$ cat src/rtl/fifo_wr_adapter_pkg.sv
// Shared definitions for the write-side FIFO source adapter:
// default widths and the width helpers used by the queue pointers,
// buf_level and hwm.
package fifo_wr_adapter_pkg;

    localparam int DEF_DATA_W    = 8;
    localparam int DEF_BUF_DEPTH = 4;
    localparam int DEF_CNT_W     = 16;

    // Ceiling log2; returns 0 for values <= 1.
    function automatic int clog2_f(input int value);
        int result;
        result = 0;
        for (int i = 0; i < 31; i++) begin
            if (int'(32'd1 << i) < value) begin
                result = i + 1;
            end
        end
        return result;
    endfunction

    // Queue pointer width: one extra bit to tell full from empty.
    function automatic int ptr_w_f(input int depth);
        return clog2_f(depth) + 1;
    endfunction

    // Width of a word count covering queue plus output register.
    function automatic int lvl_w_f(input int depth);
        return clog2_f(depth + 1) + 1;
    endfunction

endpackage

$ cat src/rtl/fifo_wr_adapter_wr_skid_queue.sv
// wr_skid_queue: circular buffer of DEPTH entries with push/pop,
// occupancy count and head data. Pointers carry one wrap bit.
module wr_skid_queue
    import fifo_wr_adapter_pkg::*;
#(
    parameter int DATA_W = DEF_DATA_W,
    parameter int DEPTH  = DEF_BUF_DEPTH
) (
    input  logic                        clk_w,
    input  logic                        reset_n,
    input  logic                        push,
    input  logic [DATA_W-1:0]           push_data,
    input  logic                        pop,
    output logic [DATA_W-1:0]           head_data,
    output logic [ptr_w_f(DEPTH)-1:0]   count,
    output logic                        empty,
    output logic                        full
);

    localparam int PTR_W = ptr_w_f(DEPTH);

    logic [PTR_W-1:0]  wr_ptr_r;
    logic [PTR_W-1:0]  rd_ptr_r;
    logic [DATA_W-1:0] mem_r [DEPTH];

    // Pointer update; contents are discarded by simply zeroing the pointers.
    always_ff @(posedge clk_w or negedge reset_n) begin
        if (!reset_n) begin
            wr_ptr_r <= {PTR_W{1'b0}};
            rd_ptr_r <= {PTR_W{1'b0}};
        end else begin
            if (push) begin
                wr_ptr_r <= wr_ptr_r + {{(PTR_W-1){1'b0}}, 1'b1};
            end
            if (pop) begin
                rd_ptr_r <= rd_ptr_r + {{(PTR_W-1){1'b0}}, 1'b1};
            end
        end
    end

    // Storage write; entries need no reset because pointers define validity.
    always_ff @(posedge clk_w) begin
        if (push) begin
            mem_r[wr_ptr_r[PTR_W-2:0]] <= push_data;
        end
    end

    // Status and head data derived from the pointers.
    always_comb begin
        head_data = mem_r[rd_ptr_r[PTR_W-2:0]];
        count     = wr_ptr_r - rd_ptr_r;
        empty     = (wr_ptr_r == rd_ptr_r);
        full      = (wr_ptr_r[PTR_W-1] != rd_ptr_r[PTR_W-1]) &&
                    (wr_ptr_r[PTR_W-2:0] == rd_ptr_r[PTR_W-2:0]);
    end

endmodule

$ cat src/rtl/fifo_wr_adapter.sv
// fifo_wr_adapter: write-side source adapter for the async FIFO (clk_w domain).
// Buffers a valid/ready stream in a skid queue plus one output register and
// drives wr_en/data_w while honouring the FIFO full flag. Zero words can be
// dropped when the path is congested (FILTER_ZERO).
// Build option: define FIFO_WR_ADAPTER_STAT_EN to make drop_cnt and hwm live;
// otherwise both read as 0 and their registers are not built.
module fifo_wr_adapter
    import fifo_wr_adapter_pkg::*;
#(
    parameter int DATA_W      = DEF_DATA_W,
    parameter int BUF_DEPTH   = DEF_BUF_DEPTH,
    parameter int FILTER_ZERO = 1,
    parameter int CNT_W       = DEF_CNT_W
) (
    input  logic                           clk_w,
    input  logic                           reset_n,
    input  logic                           in_valid,
    input  logic [DATA_W-1:0]              in_data,
    output logic                           in_ready,
    input  logic                           full,
    output logic                           wr_en,
    output logic [DATA_W-1:0]              data_w,
    output logic [lvl_w_f(BUF_DEPTH)-1:0]  buf_level,
    output logic [CNT_W-1:0]               drop_cnt,
    output logic [lvl_w_f(BUF_DEPTH)-1:0]  hwm
);

    localparam int PTR_W = ptr_w_f(BUF_DEPTH);
    localparam int LVL_W = lvl_w_f(BUF_DEPTH);
    localparam logic [PTR_W-1:0] DEPTH_C = PTR_W'(BUF_DEPTH);

    logic              alive_r;
    logic              out_valid_r;
    logic [DATA_W-1:0] data_r;

    logic [DATA_W-1:0] q_head_s;
    logic [PTR_W-1:0]  q_count_s;
    logic              q_empty_s;
    logic              q_full_s;

    logic              filt_s;
    logic              in_ready_s;
    logic              accept_s;
    logic              drop_s;
    logic              keep_s;
    logic              wr_en_s;
    logic              load_s;
    logic              pop_s;
    logic              bypass_s;
    logic              push_s;
    logic [LVL_W-1:0]  buf_level_s;

    wr_skid_queue #(
        .DATA_W (DATA_W),
        .DEPTH  (BUF_DEPTH)
    ) u_queue (
        .clk_w     (clk_w),
        .reset_n   (reset_n),
        .push      (push_s),
        .push_data (in_data),
        .pop       (pop_s),
        .head_data (q_head_s),
        .count     (q_count_s),
        .empty     (q_empty_s),
        .full      (q_full_s)
    );

    // Handshake, filter and routing decisions for this cycle.
    always_comb begin
        filt_s      = (FILTER_ZERO != 0) && (in_data == {DATA_W{1'b0}});
        in_ready_s  = alive_r & ((q_count_s < DEPTH_C) | filt_s);
        accept_s    = in_valid & in_ready_s;
        // A zero word only drops when nothing can move: FIFO full and queue full.
        drop_s      = accept_s & filt_s & full & q_full_s;
        keep_s      = accept_s & ~drop_s;
        wr_en_s     = out_valid_r & ~full;
        load_s      = ~out_valid_r | wr_en_s;
        pop_s       = load_s & ~q_empty_s;
        // Bypass only when the queue is empty, so ordering is preserved.
        bypass_s    = load_s & q_empty_s & keep_s;
        push_s      = keep_s & ~bypass_s;
        buf_level_s = LVL_W'(q_count_s) + LVL_W'(out_valid_r);
    end

    // in_ready stays low during reset and rises on the first edge after release.
    always_ff @(posedge clk_w or negedge reset_n) begin
        if (!reset_n) begin
            alive_r <= 1'b0;
        end else begin
            alive_r <= 1'b1;
        end
    end

    // Output register: reload when empty or being written; data held otherwise.
    always_ff @(posedge clk_w or negedge reset_n) begin
        if (!reset_n) begin
            out_valid_r <= 1'b0;
            data_r      <= {DATA_W{1'b0}};
        end else if (load_s) begin
            if (pop_s) begin
                out_valid_r <= 1'b1;
                data_r      <= q_head_s;
            end else if (bypass_s) begin
                out_valid_r <= 1'b1;
                data_r      <= in_data;
            end else begin
                out_valid_r <= 1'b0;
            end
        end
    end

`ifdef FIFO_WR_ADAPTER_STAT_EN
    localparam logic [LVL_W-1:0] LVL_MAX_C = LVL_W'(BUF_DEPTH + 1);

    logic [CNT_W-1:0] drop_cnt_r;
    logic [LVL_W-1:0] hwm_r;

    // Saturating count of discarded zero words.
    always_ff @(posedge clk_w or negedge reset_n) begin
        if (!reset_n) begin
            drop_cnt_r <= {CNT_W{1'b0}};
        end else if (drop_s && (drop_cnt_r != {CNT_W{1'b1}})) begin
            drop_cnt_r <= drop_cnt_r + {{(CNT_W-1){1'b0}}, 1'b1};
        end
    end

    // High-water mark of buf_level, clamped to total capacity.
    always_ff @(posedge clk_w or negedge reset_n) begin
        if (!reset_n) begin
            hwm_r <= {LVL_W{1'b0}};
        end else if (buf_level_s > hwm_r) begin
            hwm_r <= (buf_level_s > LVL_MAX_C) ? LVL_MAX_C : buf_level_s;
        end
    end

    assign drop_cnt = drop_cnt_r;
    assign hwm      = hwm_r;
`else
    assign drop_cnt = {CNT_W{1'b0}};
    assign hwm      = {LVL_W{1'b0}};
`endif

    assign in_ready  = in_ready_s;
    assign wr_en     = wr_en_s;
    assign data_w    = data_r;
    assign buf_level = buf_level_s;

endmodule

$ cat config.mk
export PLATFORM = sky130hd
export DESIGN_NAME = fifo_wr_adapter
export DESIGN_NICKNAME = d
export VERILOG_FILES = /design/src/rtl/fifo_wr_adapter_pkg.sv /design/src/rtl/fifo_wr_adapter_wr_skid_queue.sv /design/src/rtl/fifo_wr_adapter.sv
export SDC_FILE = /design/constraint.sdc
export NUM_CORES = 1
export LEC_CHECK = 0
export ABC_AREA = 1
export BUFFER_PORTS_ARGS = -buffer_cell sky130_fd_sc_hd__buf_2
export CORE_ASPECT_RATIO = 0.6
export CORE_MARGIN = 5
export CORE_UTILIZATION = 50
export DETAILED_ROUTE_END_ITERATION = 8
export PLACE_DENSITY = 0.72
export SYNTH_ARGS = -nofsm -noshare
export SYNTH_HDL_FRONTEND = slang
export SYNTH_HIERARCHICAL = 1
export SYNTH_SLANG_ARGS = --single-unit
$ cat constraint.sdc
create_clock -name clk_w -period 2.9 [get_ports clk_w]
set_input_delay 0.435 -clock clk_w [delete_from_list [all_inputs] [get_ports clk_w]]
set_output_delay 0.435 -clock clk_w [all_outputs]
set_load 0.01 [all_outputs]
==> results of run 1 <==
-- final timing paths --
kind | start | to | slack, ps | cells after the start
max in group asynchronous | reset_n | u_queue/rd_ptr_r[1]$_DFFE_PN0P_ | 2580 | 1
min in group clk_w | in_data[1] | u_queue/mem_r[3][1]$_DFFE_PP_ | 420 | 1
min reg2reg | data_w[6]$_DFFE_PN0P_ | data_w[6]$_DFFE_PN0P_ | 510 | 2
max reg2reg | u_queue/rd_ptr_r[1]$_DFFE_PN0P_ | u_queue/mem_r[3][5]$_DFFE_PP_ | 260 | 12
max | u_queue/rd_ptr_r[1]$_DFFE_PN0P_ | u_queue/mem_r[3][5]$_DFFE_PP_ | 260 | 12
min | reset_n | out_valid_r$_DFFE_PN0N_ | 40 | 1
-- sequential cells by signal (all words and copies together), names as in the netlist --
| register | flops |
|---|---|
| alive_r | 1 |
| data_w | 8 |
| out_valid_r | 1 |
| u_queue/mem_r | 32 |
| u_queue/rd_ptr_r | 3 |
| u_queue/wr_ptr_r | 3 |
-- worst max-delay path, stage by stage, from the launching register on --
cell	delay, ps
dfrtp_1	560
inv_2	180
fa_1	430
nand3_1	90
nand2_1	90
inv_1	70
nor2_2	60
nor2_8	120
nand2_4	70
a21oi_1	130
buf_4	170
nand2_1	80
inv_1	250
-- report_power, final --
group,switching (mW),internal [mW]
Clock,0.215,0.304
Combinational,0.935,0.516
Sequential,0.102,0.887
Total,1.25,1.71
-- routing by layer --
layer,vias up,routed length (um)
li1,902,-
met1,872,2700
met2,50,2100
met3,4,412
met4,0,38
met5,-,0
-- through the flow --
| stage | hold WS [ps] | power (mW) | util, % | setup WS [ps] | area, um2 |
|---|---|---|---|---|---|
| finish | 38.3 | 2.96 | 56.1 | 259 | 2860 |
| global route | 61.6 | 3.22 | 56.1 | 65.0 | 2860 |
| global placement | 379 | 2.44 | 53.6 | 345 | 2740 |
| CTS | 46.3 | 2.97 | 56.1 | 256 | 2860 |
| detailed placement | 379 | 2.45 | 53.6 | 283 | 2740 |
| floorplan | 139 | 2.13 | - | 504 | 2730 |
-- layout by cell type (no fill, tap or decap), types with 3 or more instances in the layout --
master / synthesis / final
inv_1: 48 / 48
nand2_1: 82 / 82
ha_1: 9 / 9
xor2_1: 4 / 4
nand3_1: 35 / 35
buf_2: 1 / 25
nand2_2: 9 / 9
edfxtp_1: 32 / 32
conb_1: 2 / 21
dfrtp_1: 16 / 16
clkbuf_8: 0 / 7
nor2_1: 5 / 5
a21oi_1: 3 / 3
-- logic make-up after synthesis --
kind of cell | count (synthesis)
xor gates and xnor gates | 4
adders and majority gates | 10
AOI/OAI and AO/OA | 6
other | 2
DFF | 48
buffers and inverters | 79
and+or+nand+nor | 140
-- cell type report --
class,instances,share of cell area [%]
clock buffers,7,3.37
clock inverters,1,1.05
inverters,52,7.08
multi-input cells,181,33.1
flip-flops and latches,48,47.6
well taps,66,2.89
repair buffers,27,4.90
==> out/results.tsv, run 1 <==
metric	value	unit
Worst EP required	2880	ps
arrival time worst endpoint	2620	ps
clock latency on the worst-skew pair	300	ps
minimum clock period	2640	ps
GR Overflow Total	0	
multi-input logic area	948	um2
Via Count	1828	
post-DR vias/cell	4.79	
Layout area overhead	7.47	%
post-synthesis adder-cell area fraction	4.98	%
Rows	20	
largest net degree at the start of global routing	20	
Clock transition at path regs	90	ps
ys flop type	edfxtp_1	
CTS Sinks	48	
share of post-route cells with drive strength above 1	17.7	%
Setup crit end kind	flip-flop	
critical path class	flip-flop to flip-flop	
initial antenna violation count	0	
post-cts hold buffer count	0	
Mean Syn Cell Area	9.21	um2
GR Util met1	24.8	%
Synth Area in Compound Gates	1.55	%
synth top area cells	edfxtp_1 36%, dfrtp_1 15%, nand2_1 12%, inv_1 6.8%, nand3_1 6.6%	
die width	104	um
grt peak-use layer	met1	
post-route setup TNS	0	ps
DRT Wirelength	5.25	mm
Root Buffer	clkbuf_8	
area leader, netlist	edfxtp_1	
static leakage	1.49	nW
FF+latch count, synth	48	
main combinational cell family by area after synthesis	simple AND/OR/NAND/NOR gates	
FMAX	0.379	GHz
Setup crit start kind	flip-flop	
Tot GR Track Use	15.8	%
Die ar.	6930	um2
Max Cap Viol	0	
H-tree lvl count	2	
Iteration-0 DRC Markers	105	
Simple-Gate Fraction of Synth Area	24.8	%
drt pass-1 iters	4	
RePlAce Congestion	0.854	
register area share after synthesis	51.1	%
Top Ports	46	
worst ir drop on vdd	0.000565	V
first-pass GRT wire length	8.35	mm
min-delay worst type	primary input to async pin	
I/O Buffers	25	
wire per inst	13.7	um
Setup Buffers After CTS	0	
Async SR Flop Fraction	33.3	%
Synth top cells by count	82 x nand2_1, 48 x inv_1, 35 x nand3_1	
clock skew	10.1	ps
Synth Area in XOR/XNOR	1.32	%
Yosys cell types	30	
final hold violations	0	
EDFF count, synth	32	
Longest Clk Path Bufs	2	
total CTS buffers	5	
share of the synthesized area in the top cell type	36.1	%
Antenna Nets Post-Route	0	
Global Route met3 Usage	4.26	%
cell area after synthesis	2660	um2
PwrDens	1030	nW/um2
Syn Inst Count	289	
post-cts sizing count	0	
core area	5100	um2
Antenna Cells	0	
DRC	0	
slew of the pin with the lowest slew margin	569	ps
Reg area	1360	um2
RSZ-0062 raised after global routing	false	
count leader, synth	nand2_1	
max-slew violations	0	
vias in the first global route	1608	
Yosys warning count	6	
Die H	66.5	um
met2 usage	21.0	%
HPWL after detailed placement	4.03	mm
setup-violating endpoint count in the final report	0	
nets	337	
placed insts	374	
Non-Filler Instances	382	
fill count	467	
status	complete, no violations	
mux share of post-synthesis cell area	0	%
slew margin rel.	62.0	%
CTS tree	yes	
final worst path period share	91.1	%
Initial Util	52.2	%
worst-path fanout max	11	
Note: power is estimated with default switching activity, not from simulation.
==> inputs of run 2 (changes only) <==
PLACE_DENSITY = 0.73   (was 0.72)
SYNTH_HIERARCHICAL = not set   (was 1)
==> out/results.tsv, run 2 <==
metric	value	unit	change
Via Count	1735		was 1828
PwrDens	1040	nW/um2	was 1030 nW/um2
Yosys cell types	30		unchanged
nets	309		was 337
first-pass GRT wire length	8.71	mm	was 8.35 mm
Setup crit end kind	flip-flop		unchanged
Iteration-0 DRC Markers	127		was 105
Initial Util	50.9	%	was 52.2%
placed insts	346		was 374
drt pass-1 iters	4		unchanged
slew margin rel.	57.2	%	was 62.0%
commonest non-fill, non-tap cells in the layout	47 x nand2_1, 35 x nor2_1, 32 x edfxtp_1		was 82 x nand2_1, 48 x inv_1, 35 x nand3_1
fin worst setup slack	256	ps	was 259 ps
Setup crit start kind	flip-flop		unchanged
Clock transition at path regs	90	ps	about the same
worst-path fanout max	8		was 11
Rows	20		unchanged
HPWL after detailed placement	4.16	mm	was 4.03 mm
core area	5000	um2	was 5100 um2
largest net degree at the start of global routing	20		unchanged
DRT Wirelength	5.49	mm	was 5.25 mm
H-tree lvl count	2		unchanged
share of post-route cells with drive strength above 1	19.8	%	was 17.7%
Antenna Cells	0		unchanged
Slowest-stage cell, CP	nor2_1		was dfrtp_1
CP peak stage delay	500	ps	was 560 ps
Syn Inst Count	258		was 289
I/O Buffers	25		unchanged
Die H	65.3	um	was 66.5 um
RSZ-0062 raised after global routing	false		unchanged
FF+latch count, synth	48		unchanged
post-route setup TNS	0	ps	unchanged
Non-Filler Instances	354		was 382
Root Buffer	clkbuf_8		unchanged
Int Pwr	1.63	mW	was 1.71 mW
P_sw	1.25	mW	about the same
GR Util met1	27.5	%	was 24.8%
Longest Clk Path Bufs	2		unchanged
EDFF count, synth	32		unchanged
initial antenna violation count	0		unchanged
arrival time worst endpoint	2580	ps	was 2620 ps
Worst EP required	2840	ps	was 2880 ps
critical path class	flip-flop to flip-flop		unchanged
max reg flops	32		unchanged
ys flop type	edfxtp_1		unchanged
post-DR vias/cell	4.90		was 4.79
DP Worst Slack	254	ps	was 283 ps
RePlAce Congestion	0.904		was 0.854
Tot GR Track Use	17.7	%	was 15.8%
CTS Sinks	48		unchanged
post-cts sizing count	0		unchanged
slew of the pin with the lowest slew margin	640	ps	was 569 ps
worst path buffer plus inverter count	2		was 4
minimum clock period	2640	ps	about the same
register area share after synthesis	53.4	%	was 51.1%
Global Route met3 Usage	5.09	%	was 4.26%
min-delay worst type	primary input to async pin		unchanged
Yosys warning count	0		was 6
share of the synthesized area in the top cell type	37.7	%	was 36.1%
vias in the first global route	1656		was 1608
Mean Syn Cell Area	9.88	um2	was 9.21 um2
Layout area overhead	8.44	%	was 7.47%
clock skew	6.50	ps	was 10.1 ps
met2 usage	23.4	%	was 21.0%
synth top area cells	edfxtp_1 38%, dfrtp_1 16%, nand2_1 6.9%, buf_4 5.9%, nor2_1 5.2%		was edfxtp_1 36%, dfrtp_1 15%, nand2_1 12%, inv_1 6.8%, nand3_1 6.6%
Top delay family on crit path	simple AND/OR/NAND/NOR gates		was buffers and inverters
Max Cap Viol	0		unchanged
FMAX	0.378	GHz	was 0.379 GHz
Antenna Nets Post-Route	0		unchanged
setup-violating endpoint count in the final report	0		unchanged
final hold violations	0		unchanged
most common cell after layout, fill and taps aside	nand2_1		unchanged
status	complete, no violations		unchanged
total CTS buffers	5		unchanged
final worst path period share	91.2	%	was 91.1%
Comb pwr share	50.8	%	was 49.0%
Clk pwr share	15.3	%	was 17.6%
Flop pwr share	33.9	%	was 33.4%
max-slew violations	0		unchanged
post-cts hold buffer count	0		unchanged
fin util	55.2	%	was 56.1%
grt peak-use layer	met1		unchanged
DRC	0		unchanged
area leader, netlist	edfxtp_1		unchanged
Setup Buffers After CTS	0		unchanged
CP cell instances	inv_1, ha_1, inv_1, fa_1, nand3_2, nand2_4, nand2_2, nand2_1, nor2_4, nand2_4, nor2_1		was inv_2, fa_1, nand3_1, nand2_1, inv_1, nor2_2, nor2_8, nand2_4, a21oi_1, buf_4, nand2_1, inv_1
Synth top cells by count	47 x nand2_1, 35 x nor2_1, 32 x edfxtp_1		was 82 x nand2_1, 48 x inv_1, 35 x nand3_1
count leader, synth	nand2_1		unchanged
Hold WS	44.7	ps	was 38.3 ps
Die ar.	6670	um2	was 6930 um2
static leakage	1.26	nW	was 1.49 nW
CTS tree	yes		unchanged
die width	102	um	was 104 um
Sw Ratio	43.3	%	was 42.3%
wire per inst	15.5	um	was 13.7 um
GR Overflow Total	0		unchanged
worst ir drop on vdd	0.000538	V	was 0.000565 V
clock latency on the worst-skew pair	300	ps	about the same
Top Ports	46		unchanged
cell area after synthesis	2550	um2	was 2660 um2
Async SR Flop Fraction	33.3	%	unchanged
==> run 2: worst paths after layout <==
kind                                                 startpoint                       endpoint  slack, ps  cells past startpoint
worst max-delay path            u_queue.wr_ptr_r[0]$_DFFE_PN0N_  u_queue.mem_r[2][7]$_DFFE_PP_        260                     11
worst min-delay path                                    reset_n          data_w[4]$_DFFE_PN0P_         40                      1
worst max register to register  u_queue.wr_ptr_r[0]$_DFFE_PN0N_  u_queue.mem_r[2][7]$_DFFE_PP_        260                     11
worst min register to register            data_w[3]$_DFFE_PN0P_          data_w[3]$_DFFE_PN0P_        510                      2
max in group asynchronous                               reset_n              alive_r$_DFF_PN0_       2570                      1
min in group clk_w                                   in_data[0]  u_queue.mem_r[1][0]$_DFFE_PP_        400                      1
==> run 2: cell families after synthesis <==
family / synth area share, %
other: 0.295
XOR/XNOR: 1.37
flip-flops: 53.4
adder cells (fa/ha/maj): 5.20
buffers and inverters: 11.0
AO/OA/AOI/OAI: 6.48
AND/OR/NAND/NOR: 22.2
==> run 2: power groups by stage <==
stage	sequential [mW]	combinational [mW]	clock (mW)
5_1_grt	0.998	1.67	0.477
3_3_place_gp	0.986	1.44	0
3_5_place_dp	0.989	1.47	0
6_report	0.976	1.46	0.442
2_1_floorplan	0.994	1.11	0
4_1_cts	0.977	1.47	0.448
==> run 2: final cells by class <==
type	instances	area, um2
fillers	465	2240
well taps	66	82.6
multi-input cells	182	977
repair buffers	30	163
clock buffers	7	97.6
inverters	20	77.6
flip-flops and latches	48	1360
clock inverters	1	5.00
==> run 2: layer usage <==
metal	up-vias	share of wire (%)	wire length, um
met5	-	0	0
met4	0	0.84	46
met1	808	49	2710
met2	64	40	2210
li1	858	-	-
met3	5	9.5	521
==> run 2: through the flow <==
| step | total power [mW] | area (um2) |
|---|---|---|
| global placement | 2.42 | 2660 |
| CTS | 2.90 | 2760 |
| global route | 3.15 | 2760 |
| floorplan | 2.10 | 2620 |
| finish | 2.88 | 2760 |
| detailed placement | 2.46 | 2660 |
==> inputs of run 3 (changes only) <==
CELL_PAD_IN_SITES_DETAIL_PLACEMENT = 0   (was not set)
CELL_PAD_IN_SITES_GLOBAL_PLACEMENT = 1   (was not set)
CORE_UTILIZATION = 43   (was 50)
PLACE_DENSITY = not set   (was 0.73)
PLACE_DENSITY_LB_ADDON = 0.1   (was not set)
==> out/results.tsv, run 3 (synthesized netlist as in run 2, its figures left out) <==
metric	value	unit	change
status	complete, no violations		unchanged
vias in the first global route	1615		was 1656
most common cell after layout, fill and taps aside	nand2_1		unchanged
commonest non-fill, non-tap cells in the layout	47 x nand2_1, 35 x nor2_1, 32 x edfxtp_1		unchanged
Die ar.	7620	um2	was 6670 um2
Die H	69.6	um	was 65.3 um
nets	310		was 309
final worst path period share	88.1	%	was 91.2%
Setup crit end kind	primary output		was flip-flop
Via Count	1772		was 1735
placed insts	361		was 346
worst-path fanout max	4		was 8
RSZ-0062 raised after global routing	false		unchanged
Sw Ratio	44.8	%	was 43.3%
Initial Util	45.1	%	was 50.9%
min-delay worst type	primary input to async pin		unchanged
DRT Wirelength	5.77	mm	was 5.49 mm
first-pass GRT wire length	9.04	mm	was 8.71 mm
DRC	0		unchanged
critical path class	flip-flop to primary output		was flip-flop to flip-flop
GR Overflow Total	0		unchanged
Rows	21		was 20
max-slew violations	0		unchanged
Flop pwr share	33.9	%	about the same
post-route setup TNS	0	ps	unchanged
I/O Buffers	25		unchanged
drt pass-1 iters	5		was 4
wire per inst	15.6	um	was 15.5 um
Worst EP required	2470	ps	was 2840 ps
Hold WS	45.6	ps	was 44.7 ps
Clock transition at path regs	90	ps	about the same
setup-violating endpoint count in the final report	0		unchanged
Non-Filler Instances	369		was 354
static leakage	1.26	nW	about the same
largest net degree at the start of global routing	20		unchanged
H-tree lvl count	2		unchanged
Layout area overhead	8.64	%	was 8.44%
Antenna Cells	0		unchanged
P_sw	1.29	mW	was 1.25 mW
share of post-route cells with drive strength above 1	20.1	%	was 19.8%
post-cts hold buffer count	0		unchanged
core area	5650	um2	was 5000 um2
Top Ports	46		unchanged
clock latency on the worst-skew pair	300	ps	about the same
Longest Clk Path Bufs	2		unchanged
arrival time worst endpoint	2120	ps	was 2580 ps
Antenna Nets Post-Route	0		unchanged
Tot GR Track Use	15.9	%	was 17.7%
PwrDens	1040	nW/um2	about the same
CTS Sinks	48		unchanged
die width	109	um	was 102 um
Worst R2R Setup Slack	560	ps	was 260 ps
post-DR vias/cell	4.80		was 4.90
Root Buffer	clkbuf_8		unchanged
total CTS buffers	5		unchanged
CTS tree	yes		unchanged
Int Pwr	1.59	mW	was 1.63 mW
worst ir drop on vdd	0.000385	V	was 0.000538 V
Max Cap Viol	0		unchanged
final instance area	2770	um2	was 2760 um2
clock skew	8.39	ps	was 6.50 ps
max reg flops	32		unchanged
Iteration-0 DRC Markers	116		was 127
Comb pwr share	52.7	%	was 50.8%
Setup Buffers After CTS	0		unchanged
minimum clock period	2560	ps	was 2640 ps
RePlAce Congestion	0.810		was 0.904
final hold violations	0		unchanged
initial antenna violation count	0		unchanged
HPWL after detailed placement	4.29	mm	was 4.16 mm
post-cts sizing count	0		unchanged
FMAX	0.391	GHz	was 0.378 GHz
placed inst area	2690	um2	was 2660 um2
Setup crit start kind	flip-flop		unchanged
Clk pwr share	13.4	%	was 15.3%
## run 3: cell count changes in the layout (fill, tap and decap cells not counted), sizes merged
cell,delta
buf,+1
clkinv,+2
clkbuf,-2
## run 3: critical path: stages (launching register included)
cell	delay (ps)
dfrtp_1	420
inv_1	130
ha_1	160
inv_1	40
fa_1	390
inv_1	70
nand3_1	120
nand2_4	110
xor2_1	200
buf_2	170
## run 3: layout make-up
type,count,area [um2]
sequential,48,1360
inverter,20,77.6
clock buffer,5,68.8
tap,80,100
timing repair buffer,31,170
fill,552,2880
multi-input combinational,182,977
clock inverter,3,13.8
## run 3: per-stage QoR
stage / power, mW / utilization (%) / setup slack, ps
final: 2.88 / 49.0 / 344
after global routing: 3.12 / 49.0 / 187
after CTS: 2.89 / 49.0 / 346
after detailed placement: 2.50 / 47.6 / 581
after global placement: 2.52 / 47.6 / 651
after floorplan: 2.10 / - / 481
## run 3: power groups by stage
stage	clock network (mW)	logic, mW	registers (mW)
4_1_cts	0.396	1.52	0.976
2_1_floorplan	0	1.11	0.994
5_1_grt	0.423	1.71	0.993
3_5_place_dp	0	1.51	0.987
3_3_place_gp	0	1.53	0.989
6_report	0.385	1.52	0.976
## run 3: path summary, 6_finish.rpt
check                                           startpoint                         endpoint  cells after the start
max                        u_queue.wr_ptr_r[0]$_DFFE_PN0N_                     buf_level[2]                      9
min                                                reset_n            data_w[6]$_DFFE_PN0P_                      1
max reg2reg                u_queue.wr_ptr_r[0]$_DFFE_PN0N_    u_queue.mem_r[1][7]$_DFFE_PP_                     12
min reg2reg                          data_w[6]$_DFFE_PN0P_            data_w[6]$_DFFE_PN0P_                      2
max in group asynchronous                          reset_n  u_queue.rd_ptr_r[1]$_DFFE_PN0P_                      1
min in group clk_w                              in_data[7]    u_queue.mem_r[2][7]$_DFFE_PP_                      1
## run 3: per-layer routing
layer / up-vias / global-route usage (%) / wire (um)
met5: - / 0 / 0
met4: 0 / 3.73 / 26
met3: 4 / 3.91 / 410
met2: 57 / 20.1 / 2200
met1: 846 / 26.4 / 3140
li1: 865 / - / -
